`config.mk`:
```
export PLATFORM = sky130hd
export DESIGN_NAME = rf_write_arbiter_flat
export DESIGN_NICKNAME = d
export VERILOG_FILES = /design/src/rtl/rf_write_arbiter_if.sv /design/src/rtl/rf_write_arbiter.sv /design/src/flat_wrapper.sv
export SDC_FILE = /design/constraint.sdc
export NUM_CORES = 1
export LEC_CHECK = 0
export ABC_AREA = 1
export ABC_CLOCK_PERIOD_IN_PS = 2800
export CAP_MARGIN = 5
export CORE_ASPECT_RATIO = 1.1
export CORE_MARGIN = 2
export CORE_UTILIZATION = 45
export CTS_BUF_LIST = sky130_fd_sc_hd__clkbuf_4 sky130_fd_sc_hd__clkbuf_8
export DETAILED_ROUTE_END_ITERATION = 10
export GPL_TIMING_DRIVEN = 0
export PLACE_DENSITY = 0.85
export SKIP_CTS_REPAIR_TIMING = 1
export SYNTH_ARGS = -nofsm -noshare
export SYNTH_HDL_FRONTEND = slang
export SYNTH_SLANG_ARGS = --single-unit
export TNS_END_PERCENT = 5
```
`constraint.sdc`:
```
create_clock -name clk -period 2.8 [get_ports clk]
set_clock_uncertainty 0.15 [all_clocks]
set_input_delay 0.56 -clock clk [delete_from_list [all_inputs] [get_ports clk]]
set_output_delay 0.56 -clock clk [all_outputs]
set_load 0.02 [all_outputs]
```
`src/rtl/rf_write_arbiter_if.sv`:
```
// rf_write_arbiter_if: requester and register-file write-port bus of the write arbiter
//   req_valid/req_addr/req_data/stall : requester side inputs to the arbiter
//   req_ready                         : one-hot combinational grant
//   wr_en/wr_addr/wr_data/grant_id    : registered register-file write port
//   conflict_cnt                      : saturating contention counter
interface rf_write_arbiter_if #(
  parameter int WIDTH = 32,
  parameter int AW    = 5,
  parameter int NREQ  = 3,
  parameter int IW    = 2
);
  logic [NREQ-1:0]       req_valid;
  logic [NREQ-1:0]       req_ready;
  logic [NREQ*AW-1:0]    req_addr;
  logic [NREQ*WIDTH-1:0] req_data;
  logic                  stall;
  logic                  wr_en;
  logic [AW-1:0]         wr_addr;
  logic [WIDTH-1:0]      wr_data;
  logic [IW-1:0]         grant_id;
  logic [15:0]           conflict_cnt;
  modport master (
    output req_valid, req_addr, req_data, stall,
    input  req_ready, wr_en, wr_addr, wr_data, grant_id, conflict_cnt
  );
  modport slave (
    input  req_valid, req_addr, req_data, stall,
    output req_ready, wr_en, wr_addr, wr_data, grant_id, conflict_cnt
  );
endinterface

```
`src/rtl/rf_write_arbiter.sv`:
```
// rf_write_arbiter: round-robin arbiter for the register file's single write port
//   clk : clock, rising edge
//   rst : asynchronous active-low reset
//   bus : rf_write_arbiter_if.slave (requests in, one-hot ready, registered write port, contention count)
// Optional macro RF_WB_X0_FILTER_EN: accepted writes to address 0 keep wr_en low.
module rf_write_arbiter #(
  parameter int WIDTH = 32,
  parameter int AW    = 5,
  parameter int NREQ  = 3,
  parameter int IW    = 2
) (
  input logic               clk,
  input logic               rst,
  rf_write_arbiter_if.slave bus
);
  logic [IW-1:0]    ptr_q, ptr_d, win, idx, grant_q;
  logic             found, xfer, multi, wr_en_d, wr_en_q;
  logic [AW-1:0]    win_addr, wr_addr_q;
  logic [WIDTH-1:0] win_data, wr_data_q;
  logic [15:0]      cnt_q, cnt_d;
  // First valid requester scanning upward from the one after the last winner
  always_comb begin
    win = '0;
    idx = '0;
    found = 1'b0;
    for (int k = 1; k <= NREQ; k++) begin
      idx = IW'((int'(ptr_q) + k) % NREQ);
      if (!found && bus.req_valid[idx]) begin
        found = 1'b1;
        win = idx;
      end
    end
  end
  assign win_addr = bus.req_addr[int'(win)*AW +: AW];
  assign win_data = bus.req_data[int'(win)*WIDTH +: WIDTH];
  assign xfer = found && !bus.stall;
  // Two or more bits set: clearing the lowest set bit leaves something
  assign multi = |(bus.req_valid & (bus.req_valid - NREQ'(1)));
`ifdef RF_WB_X0_FILTER_EN
  assign wr_en_d = xfer && (win_addr != '0);
`else
  assign wr_en_d = xfer;
`endif
  assign ptr_d = xfer ? win : ptr_q;
  assign cnt_d = (!bus.stall && multi && cnt_q != 16'hFFFF) ? cnt_q + 16'd1 : cnt_q;
  assign bus.req_ready = (xfer && rst) ? NREQ'(1) << win : '0;
  always_ff @(posedge clk or negedge rst) begin
    if (!rst) begin
      ptr_q     <= IW'(NREQ - 1);
      wr_en_q   <= 1'b0;
      wr_addr_q <= '0;
      wr_data_q <= '0;
      grant_q   <= '0;
      cnt_q     <= '0;
    end else begin
      ptr_q   <= ptr_d;
      wr_en_q <= wr_en_d;
      cnt_q   <= cnt_d;
      if (xfer) grant_q <= win;
      if (wr_en_d) begin
        wr_addr_q <= win_addr;
        wr_data_q <= win_data;
      end
    end
  end
  assign bus.wr_en        = wr_en_q;
  assign bus.wr_addr      = wr_addr_q;
  assign bus.wr_data      = wr_data_q;
  assign bus.grant_id     = grant_q;
  assign bus.conflict_cnt = cnt_q;
endmodule

```
`src/flat_wrapper.sv`:
```
// flat-port wrapper written by rule: the top's interface ports become plain ports
module rf_write_arbiter_flat 
#(
  parameter int WIDTH = 32,
  parameter int AW    = 5,
  parameter int NREQ  = 3,
  parameter int IW    = 2
)
  (clk, rst, bus_req_valid, bus_req_addr, bus_req_data, bus_stall, bus_req_ready, bus_wr_en, bus_wr_addr, bus_wr_data, bus_grant_id, bus_conflict_cnt);
  rf_write_arbiter_if #(.WIDTH(WIDTH), .AW(AW), .NREQ(NREQ), .IW(IW)) bus_i ();
  input logic clk;
  input logic rst;
  input wire logic [$bits(bus_i.req_valid)-1:0] bus_req_valid;
  input wire logic [$bits(bus_i.req_addr)-1:0] bus_req_addr;
  input wire logic [$bits(bus_i.req_data)-1:0] bus_req_data;
  input wire logic [$bits(bus_i.stall)-1:0] bus_stall;
  output wire logic [$bits(bus_i.req_ready)-1:0] bus_req_ready;
  output wire logic [$bits(bus_i.wr_en)-1:0] bus_wr_en;
  output wire logic [$bits(bus_i.wr_addr)-1:0] bus_wr_addr;
  output wire logic [$bits(bus_i.wr_data)-1:0] bus_wr_data;
  output wire logic [$bits(bus_i.grant_id)-1:0] bus_grant_id;
  output wire logic [$bits(bus_i.conflict_cnt)-1:0] bus_conflict_cnt;
  assign bus_i.req_valid = bus_req_valid;
  assign bus_i.req_addr = bus_req_addr;
  assign bus_i.req_data = bus_req_data;
  assign bus_i.stall = bus_stall;
  assign bus_req_ready = bus_i.req_ready;
  assign bus_wr_en = bus_i.wr_en;
  assign bus_wr_addr = bus_i.wr_addr;
  assign bus_wr_data = bus_i.wr_data;
  assign bus_grant_id = bus_i.grant_id;
  assign bus_conflict_cnt = bus_i.conflict_cnt;
  rf_write_arbiter #(.WIDTH(WIDTH), .AW(AW), .NREQ(NREQ), .IW(IW)) u_core (.clk(clk), .rst(rst), .bus(bus_i));
endmodule
```
==> out/results.tsv <==
stage	metric	value	unit
run_status	outcome	complete, but fails checks	
run_status	violations in the final reports	negative setup slack	
placement	area post-placement	6270	µm²
synth	leading cell types by count after synthesis	93 x inv_1, 67 x nand2_1, 64 x nand3_2, 56 x dfrtp_1, 49 x nor2_1	
global_route	Most Crowded Layer GR	met2	
drt	vias per cell	4.96	
placement	hpwl dp	9440	µm
cells_and_area	number of fill cells	697	
sta	part of the cycle the worst path needs	104	%
clock_network	total clock sinks	57	
cells_and_area	nets@finish	848	
synth	flops & latches, synth	57	
cells_and_area	Layout Utilization	71.3	%
power	Net Sw Frac	45.8	%
synth	Synth area leaders	dfrtp_1 32%, nand3_2 15%, inv_1 8.0%, a21oi_2 6.0%, nand2_1 5.8%	
synth	sequential fraction of the synthesis area	32.8	%
sta	Worst-Margin Slew	644	ps
sta	worst slew margin relative to its limit	57.1	%
synth	net count of the mapped netlist	644	
drt	count of unresolved DRC violations after routing	0	
synth	cell count after synthesis	522	
floorplanning	number of cell rows	37	
global_route	via count of the first global-routing pass	4214	
critical_path	Worst setup SP type	register	
floorplanning	Top-Level Pins	176	
global_route	number of antenna violations at the first check in global routing	0	
drt	initial DRC count	144	
floorplanning	effective utilization at floorplan	46.3	%
synth	fraction of post-synthesis cell area in the top cell type by area	32.2	%
clock_network	CTS tree	done	
critical_path	category of the critical setup timing path	register to primary output	
drt	detailed-route via count	4209	
power	combinational share of power	70.3	%
synth	top_reg_cell synth	dfrtp_1	
synth	proportion of synthesized flip-flops having asynchronous set or reset	100	%
synth	distinct cell type count after synthesis	36	
global_route	met1 Use GR	28.7	%
clock_network	number of buffers on the longest clock path	2	
critical_path	Arrival @ worst endpoint	2210	ps
global_route	Remaining Overflow, GRT	0	
global_route	M2 GR Usage	39.5	%
synth	dominant cell by count in the synthesized netlist	inv_1	
clock_network	number of buffers created by CTS	9	
sta	count of endpoints failing setup in the final report	3	
synth	EDFF count, synth	0	
cells_and_area	share of post-route cells with drive strength above 1	26.8	%
min_path	HP Class	input pin to asynchronous set/reset pin	
synth	area of the mapped netlist	4350	µm²
global_route	pin count of the biggest net entering global routing	33	
cells_and_area	diode insertion count for antenna repair	0	
drt	number of nets with antenna violations after detailed routing	0	
critical_path	kind of capture point of the worst setup path	primary output	
power	power per standard cell area	1130	nW/µm²
sta	final max-slew violation count	0	
power	Reg power frac	18.5	%
synth	Synth Area per Inst	8.34	µm²
sta	Tmin final	2920	ps
floorplanning	Die H	107	µm
synth	post-synthesis cell type with the largest combined area	dfrtp_1	
sta	setup ws final	-122	ps
power	highest ir drop seen on vdd	0.781	mV
cells_and_area	post-route cell area	6700	µm²
floorplanning	DIE AREA	10500	µm²
drt	detailed-route wire length per cell	14.6	µm
placement	global placement routability congestion	0.863	
power	cell-internal power	4120	µW
cells_and_area	layout overhead on the synthesized area	54.0	%
global_route	GR Layer Usage met3	6.52	%
global_route	global-route wire length before repair	19700	µm
floorplanning	area of the placeable core	9400	µm²
critical_path	maximum fanout along the worst path	6	
floorplanning	Die Wd	97.8	µm
clock_network	H-tree levels	3	
sta	achievable clock frequency	342	MHz
critical_path	data required time at the worst endpoint	2090	ps
power	leakage power of the design	0.00317	µW
power	Sw Pwr	3480	µW
synth	number of synthesis warnings	0	
clock_network	Skew-Pair Late Insertion Delay	350	ps
power	clock power share	11.2	%
drt	Routed Wire Length	12400	µm
global_route	GRT Resource Usage Total	23.3	%
placement	count of buffers inserted at the top-level ports	175	
drt	router iterations before antenna repair	4	
run	max-capacitance violation count	0	
sta	endpoints failing hold	0	
clock_network	Root Buffer	clkbuf_8	
placement	pre-CTS setup slack	-733	ps
sta	RSZ-0062 raised after global routing	yes	
clock_network	clock transition time at the flip-flop clock pins of the worst setup and hold paths	70	ps
## worst max-delay path, stage by stage, from the launching register on
cell     delay (ps)
dfstp_2         580
ha_4            250
o21ai_4         190
nand2_4         110
a22oi_4         180
nand2_4         100
buf_8           150
nor3_4          170
buf_6           140
## per-stage QoR
| stage | TNS (ps) | hold slack, ps | power [µW] | instances |
|---|---|---|---|---|
| 5_1_grt | -664 | 117 | 8120 | 848 |
| 6_report | -285 | 72.3 | 7600 | 848 |
| 4_1_cts | -2690 | 86.0 | 7320 | 831 |
| 3_3_place_gp | -53520 | 327 | 6320 | 814 |
| 2_1_floorplan | 0 | 114 | 4940 | 522 |
| 3_5_place_dp | -2190 | 328 | 6450 | 815 |
## cell families after synthesis
group | Yosys count | share of synthesized area, %
and+or+nand+nor | 232 | 32.3
adders and majority gates | 5 | 1.44
AOI/OAI and AO/OA | 87 | 13.4
buffers and inverters | 127 | 17.3
DFF | 57 | 32.8
xor gates and xnor gates | 14 | 2.82
## power groups by stage
stage | combinational (µW) | sequential, µW | clock (µW)
3_5_place_dp | 5050 | 1410 | 0
2_1_floorplan | 3180 | 1770 | 0
3_3_place_gp | 4930 | 1390 | 0
5_1_grt | 5760 | 1450 | 903
6_report | 5340 | 1400 | 853
4_1_cts | 5060 | 1400 | 868
## layout by cell type, fill, tap and decap left out, types with 5 or more instances in the layout
cell / instances
clkdlybuf4s50_1: 170
inv_1: 91
nand3_2: 65
nand2_1: 64
dfrtp_1: 55
nor2_1: 48
a21oi_1: 45
a21oi_2: 30
nand3_1: 27
buf_4: 21
clkbuf_8: 13
buf_6: 11
xor2_1: 10
buf_12: 9
nand2_2: 8
nor3_1: 5
## worst paths after layout
path                                              from                      to  slack, ps  cells past startpoint
worst max-delay path                   u_core.ptr_q[1]        bus_req_ready[0]       -120                      8
worst min-delay path                               rst   u_core.bus.wr_data[8]         70                      1
worst max register to register         u_core.ptr_q[1]  u_core.bus.wr_data[14]        430                     10
worst min register to register  u_core.bus.grant_id[1]  u_core.bus.grant_id[1]        340                      2
max in group asynchronous                          rst         u_core.ptr_q[1]       1750                      2
min in group clk                u_core.bus.grant_id[1]  u_core.bus.grant_id[1]        340                      2
## routing by layer
layer  routed length (µm)  up-vias
met2                 6210      155
met1                 5070     1963
li1                     -     2067
met5                    0        -
met3                  804       24
met4                  280        0
## sequential cells by signal, summed over array words and instances (netlist names)
register and count:
u_core.bus.conflict_cnt 16, u_core.bus.wr_data 32, u_core.bus.grant_id 2, u_core.ptr_q 1, u_core.bus.wr_addr 5, u_core.bus.wr_en 1
## cell type report
type / count / area, µm² / share of cell area [%]
Inverter: 99 / 389 / 5.80
Timing Repair Buffer: 195 / 1910 / 28.5
Multi-Input combinational cell: 338 / 2260 / 33.7
Sequential cell: 57 / 1430 / 21.3
Tap cell: 117 / 146 / 2.18
Buffer: 26 / 354 / 5.28
Clock inverter: 6 / 82.6 / 1.23
Clock buffer: 10 / 131 / 1.96
Power figures use the tool's default switching activity.
